`src/rtl/register_access_controller.sv`:
```
// Initiator-side sequencer for the 16x8 register unit.
// Turns read/write/copy/clear-all commands into load/addr/data pin sequences.
module register_access_controller #(
  parameter int REG_COUNT    = 16,
  parameter int ADDR_WIDTH   = 4,
  parameter int DATA_WIDTH   = 8,
  parameter int READ_LATENCY = 1
) (
  input  logic                  clock,
  input  logic                  reset,
  input  logic                  req_valid,
  output logic                  req_ready,
  input  logic [1:0]            req_op,
  input  logic [ADDR_WIDTH-1:0] req_addr,
  input  logic [ADDR_WIDTH-1:0] req_dst,
  input  logic [DATA_WIDTH-1:0] req_data,
  output logic                  rsp_valid,
  input  logic                  rsp_ready,
  output logic [DATA_WIDTH-1:0] rsp_data,
  output logic [ADDR_WIDTH-1:0] rsp_addr,
  output logic                  busy,
  output logic                  rf_load,
  output logic [ADDR_WIDTH-1:0] rf_addr,
  output logic [DATA_WIDTH-1:0] rf_data_in,
  input  logic [DATA_WIDTH-1:0] rf_data_out
);

  localparam int CW = $clog2(READ_LATENCY + 1) + 1;
  localparam logic [CW-1:0] CNT_LAST = CW'(READ_LATENCY);
  localparam logic [ADDR_WIDTH-1:0] IDX_LAST = ADDR_WIDTH'(REG_COUNT - 1);

  localparam logic [1:0] OP_RD  = 2'b00;
  localparam logic [1:0] OP_WR  = 2'b01;
  localparam logic [1:0] OP_CP  = 2'b10;
  localparam logic [1:0] OP_CLR = 2'b11;

  typedef enum logic [2:0] {
    S_IDLE,
    S_WR,
    S_RD,
    S_RSP,
    S_CP_WR,
    S_CLR
  } state_t;

  state_t                state_q, state_d;
  logic [CW-1:0]         cnt_q, cnt_d;
  logic [ADDR_WIDTH-1:0] clr_idx_q, clr_idx_d;
  logic [1:0]            op_q, op_d;
  logic [ADDR_WIDTH-1:0] src_q, src_d;
  logic [ADDR_WIDTH-1:0] dst_q, dst_d;
  logic                  req_ready_q, req_ready_d;
  logic                  rsp_valid_q, rsp_valid_d;
  logic [DATA_WIDTH-1:0] rsp_data_q, rsp_data_d;
  logic [ADDR_WIDTH-1:0] rsp_addr_q, rsp_addr_d;
  logic                  busy_q, busy_d;
  logic                  rf_load_q, rf_load_d;
  logic [ADDR_WIDTH-1:0] rf_addr_q, rf_addr_d;
  logic [DATA_WIDTH-1:0] rf_data_in_q, rf_data_in_d;

  always_comb begin
    state_d      = state_q;
    cnt_d        = cnt_q;
    clr_idx_d    = clr_idx_q;
    op_d         = op_q;
    src_d        = src_q;
    dst_d        = dst_q;
    req_ready_d  = req_ready_q;
    rsp_valid_d  = rsp_valid_q;
    rsp_data_d   = rsp_data_q;
    rsp_addr_d   = rsp_addr_q;
    busy_d       = busy_q;
    rf_load_d    = 1'b0;
    rf_addr_d    = rf_addr_q;
    rf_data_in_d = rf_data_in_q;

    unique case (state_q)
      S_IDLE: begin
        if (req_valid) begin
          op_d        = req_op;
          src_d       = req_addr;
          dst_d       = req_dst;
          cnt_d       = '0;
          req_ready_d = 1'b0;
          busy_d      = 1'b1;
          unique case (req_op)
            OP_WR: begin
              state_d      = S_WR;
              rf_load_d    = 1'b1;
              rf_addr_d    = req_addr;
              rf_data_in_d = req_data;
            end
            OP_RD, OP_CP: begin
              state_d   = S_RD;
              rf_addr_d = req_addr;
            end
            OP_CLR: begin
              state_d      = S_CLR;
              clr_idx_d    = '0;
              rf_load_d    = 1'b1;
              rf_addr_d    = '0;
              rf_data_in_d = '0;
            end
            default: ;
          endcase
        end
      end
      S_WR, S_CP_WR: begin
        state_d     = S_IDLE;
        req_ready_d = 1'b1;
        busy_d      = 1'b0;
      end
      S_RD: begin
        // addr has been held long enough for data_out to reflect it
        if (cnt_q == CNT_LAST) begin
          if (op_q == OP_CP) begin
            state_d      = S_CP_WR;
            rf_load_d    = 1'b1;
            rf_addr_d    = dst_q;
            rf_data_in_d = rf_data_out;
          end else begin
            state_d     = S_RSP;
            rsp_valid_d = 1'b1;
            rsp_data_d  = rf_data_out;
            rsp_addr_d  = src_q;
          end
        end else begin
          cnt_d = cnt_q + 1'b1;
        end
      end
      S_RSP: begin
        if (rsp_ready) begin
          state_d     = S_IDLE;
          rsp_valid_d = 1'b0;
          req_ready_d = 1'b1;
          busy_d      = 1'b0;
        end
      end
      S_CLR: begin
        if (clr_idx_q == IDX_LAST) begin
          state_d     = S_IDLE;
          req_ready_d = 1'b1;
          busy_d      = 1'b0;
        end else begin
          clr_idx_d = clr_idx_q + 1'b1;
          rf_load_d = 1'b1;
          rf_addr_d = clr_idx_q + 1'b1;
        end
      end
      default: begin
        state_d     = S_IDLE;
        rsp_valid_d = 1'b0;
        req_ready_d = 1'b1;
        busy_d      = 1'b0;
      end
    endcase
  end

  always_ff @(posedge clock) begin
    if (reset) begin
      state_q      <= S_IDLE;
      cnt_q        <= '0;
      clr_idx_q    <= '0;
      op_q         <= OP_RD;
      src_q        <= '0;
      dst_q        <= '0;
      req_ready_q  <= 1'b1;
      rsp_valid_q  <= 1'b0;
      rsp_data_q   <= '0;
      rsp_addr_q   <= '0;
      busy_q       <= 1'b0;
      rf_load_q    <= 1'b0;
      rf_addr_q    <= '0;
      rf_data_in_q <= '0;
    end else begin
      state_q      <= state_d;
      cnt_q        <= cnt_d;
      clr_idx_q    <= clr_idx_d;
      op_q         <= op_d;
      src_q        <= src_d;
      dst_q        <= dst_d;
      req_ready_q  <= req_ready_d;
      rsp_valid_q  <= rsp_valid_d;
      rsp_data_q   <= rsp_data_d;
      rsp_addr_q   <= rsp_addr_d;
      busy_q       <= busy_d;
      rf_load_q    <= rf_load_d;
      rf_addr_q    <= rf_addr_d;
      rf_data_in_q <= rf_data_in_d;
    end
  end

  assign req_ready  = req_ready_q;
  assign rsp_valid  = rsp_valid_q;
  assign rsp_data   = rsp_data_q;
  assign rsp_addr   = rsp_addr_q;
  assign busy       = busy_q;
  assign rf_load    = rf_load_q;
  assign rf_addr    = rf_addr_q;
  assign rf_data_in = rf_data_in_q;

endmodule
```
`config.mk`:
```
export PLATFORM = sky130hd
export DESIGN_NAME = register_access_controller
export DESIGN_NICKNAME = d
export VERILOG_FILES = /design/src/rtl/register_access_controller.sv
export SDC_FILE = /design/constraint.sdc
export NUM_CORES = 1
export LEC_CHECK = 0
export CAP_MARGIN = 10
export CORE_MARGIN = 1
export CORE_UTILIZATION = 48
export CTS_CLUSTER_SIZE = 28
export DETAILED_ROUTE_END_ITERATION = 6
export GPL_ROUTABILITY_DRIVEN = 1
export PLACE_DENSITY = 0.82
export SLEW_MARGIN = 20
export SYNTH_ARGS = -nofsm -noshare
export SYNTH_HDL_FRONTEND = slang
export SYNTH_SLANG_ARGS = --single-unit
export TNS_END_PERCENT = 20
```
`constraint.sdc`:
```
create_clock -name clock -period 2 [get_ports clock]
set_input_delay 0.4 -clock clock [delete_from_list [all_inputs] [get_ports clock]]
set_output_delay 0.4 -clock clock [all_outputs]
set_load 0.05 [all_outputs]
```
==> flow_metrics.tcl <==
set metrics [dict create \
    globalRouteMet2Util 0.425 \
    antennaDiodeCount 0 \
    end_kind "output port" \
    fillers 343 \
    layout_min_cycle_time_ns 1.89 \
    crit_arrival_ns 1.49 \
    root_buffer "clkbuf_8" \
    ir_worst_vdd_uv 598 \
    cts_setup_buffers 0 \
    syn_nets 272 \
    required_ns 1.60 \
    powerDensity_mw_per_mm2 1230 \
    fin_tns_setup_ns 0 \
    cpPeakStageDelay_ns 0.81 \
    first_iter_violations 155 \
    gr-max-usage-layer "met2" \
    viasPerCell 5.73 \
    start_util 0.515 \
    p_total_w 0.00354 \
    cp_num_cells 1 \
    synth_area_leaders "dfxtp_1 44%, mux2i_1 6.1%, nand2_1 5.8%" \
    setup_viol 0 \
    cts_resized 0 \
    synth-seq-cells 47 \
    use_met3 0.0733 \
    gp_congestion 0.859 \
    wire_per_inst_um 15.4 \
    crit_buf_inv 1 \
    core_mm2 0.00412 \
    rsz0062_at_grt "false" \
    crit_type "flop to output port" \
    first_pass_iters 7 \
    synth_compound_area_frac 0.192 \
    pin_count 58 \
    synth.area.mux_share 0.0614 \
    nets 333 \
    synth-simple-area-share 0.231 \
    netlist_instances 240 \
    drc 0 \
    ys.flop_type "dfxtp_1" \
    leakagePower_nw 1.17 \
    finalMaxSlewViolations 0 \
    synthArstFlopShare 0 \
    rows 23 \
    cp_cell_sequence "clkdlybuf4s50_1" \
    syn_area_mm2 0.00212 \
    finalCritPeriodShare 0.943 \
    yosys_warnings 0 \
    synth_top_family_by_area "simple AND/OR/NAND/NOR gates" \
    postRouteAntennaNets 0 \
    io_buffers 57 \
    yosysSeqAreaShare 0.444 \
    routed_wl_mm 5.41 \
    synth-adder-area-share 0.0118 \
    critPathSlowestCell "clkdlybuf4s50_1" \
    skew_ns 0.00901 \
    synth_top_area_cell "dfxtp_1" \
    hold_class "flop to flop" \
    r2r_cells 5 \
    synth_edf_count 0 \
    holdBufCountCts 0 \
    cts_buffers 5 \
    synthXorXnorAreaFrac 0.00826 \
    use_met1 0.319 \
    die_x_um 68.5 \
    place_hpwl_mm 3.80 \
    clk_pin_slew_ns 0.10 \
    cts_buffer_depth 2 \
    grt_max_degree 43 \
    status "complete, no violations" \
    cp_max_fo 2 \
    grt_usage 0.257 \
    antenna_found_initial 0 \
    synth_top_area_frac 0.444 \
    via_count 2018 \
    slew_headroom 0.644 \
    syn_to_final_growth_pct 35.8 \
    start_kind "flop" \
    grt_pass1_wl_mm 8.78 \
    cap_violations 0 \
    grt_pass1_vias 1909 \
    avgSynthCellArea_um2 8.84 \
    final_core_utilization 0.700 \
    die_h_um 68.5 \
    layout-drive-gt1-share 0.0927 \
    clk_latency_ns 0.31 \
    clock.fmax_mhz 530 \
    finalHoldViolCount 0 \
    cts_tree "built" \
    grt_overflow 0 \
    tightest_slew_ns 0.532 \
    numClockSinks 47 \
    cts.htree.levels 2 \
    synth_cell_type_count 48 \
    crit_family "buffers and inverters" \
    hold_depth 2 \
    die_area_mm2 0.00469 \
]
-- worst paths after layout --
check / startpoint / to / slack (ns)
hold / removal: src_q[2]$_SDFFE_PP0P_ / src_q[2]$_SDFFE_PP0P_ / 0.46
setup / recovery: rsp_data[3]$_SDFFE_PP0P_ / rsp_data[3] / 0.11
hold reg to reg: src_q[2]$_SDFFE_PP0P_ / src_q[2]$_SDFFE_PP0P_ / 0.46
setup reg to reg: state_q[1]$_SDFFE_PP0P_ / rsp_data[1]$_SDFFE_PP0P_ / 0.23
-- final cells by class --
class	count	area (µm²)	share of cell area
timing repair buffer	70	693	0.241
sequential	47	941	0.327
inverter	5	18.8	0.00652
clock buffer	5	68.8	0.0239
clock inverter	3	27.5	0.00956
tap	50	62.6	0.0217
multi-input combinational	172	1070	0.371
-- per-layer routing --
metal  share of wire  vias up  routed length, µm
met2            0.50       70               2680
met3           0.051       10                276
li1                -      990                  -
met5               0        -                  0
met1            0.44      948               2370
met4           0.014        0                 78
-- placed cells by master, fill, tap and decap left out, drive strengths merged, types with 2 or more instances in the layout --
master / count
buf: 13
a31oi: 3
o31ai: 3
a21oi: 19
dfxtp: 47
and2: 3
a311oi: 8
nor3: 2
or3: 2
mux2i: 13
a22oi: 4
ha: 2
a221oi: 2
inv: 7
nand3: 14
nor4: 2
a211oi: 2
nand3b: 3
nor2: 29
clkdlybuf4s50: 57
clkbuf: 5
o21ai: 6
nand2: 33
a222oi: 2
a21boi: 2
-- per-stage QoR --
step	hold slack (ns)	instances	cell area (µm²)	worst slack, ns
after floorplan	0.436	240	2120	0.517
after detailed placement	0.446	344	2780	0.128
final	0.460	352	2880	0.114
after global placement	0.445	344	2780	0.166
after CTS	0.461	352	2880	0.111
after global routing	0.482	352	2880	0.0668
-- registers in the layout (all words and copies together) (netlist names) --
register and count:
busy 1, clr_idx_q 4, cnt_q 2, dst_q 4, op_q 2, req_ready 1
rf_addr 4, rf_data_in 8, rf_load 1, rsp_addr 4, rsp_data 8, rsp_valid 1
src_q 4, state_q 3
-- cell usage after synthesis, types with 3 or more instances --
| library cell | count |
|---|---|
| dfxtp_1 | 47 |
| nand2_1 | 33 |
| nor2_1 | 29 |
| a21oi_1 | 18 |
| nand3_1 | 14 |
| mux2i_1 | 13 |
| a311oi_1 | 7 |
| clkbuf_1 | 6 |
| o21ai_0 | 6 |
| inv_1 | 5 |
| a22oi_1 | 4 |
| buf_2 | 4 |
| a31oi_1 | 3 |
| buf_4 | 3 |
| nand3b_1 | 3 |
| o31ai_1 | 3 |
-- cells by family after synthesis --
group           count (synthesis)
mux                            13
simple gates                   98
buf+inv                        21
xor+xnor                        2
compound gates                 57
fa+ha+maj                       2
flops                          47
-- power breakdown --
part | switching, W | leakage, nW | internal (W)
registers | 0.000180 | 0.383 | 0.00112
logic | 0.000991 | 0.736 | 0.000636
clock network | 0.000358 | 0.0467 | 0.000259
(Power assumes the default switching activity.)
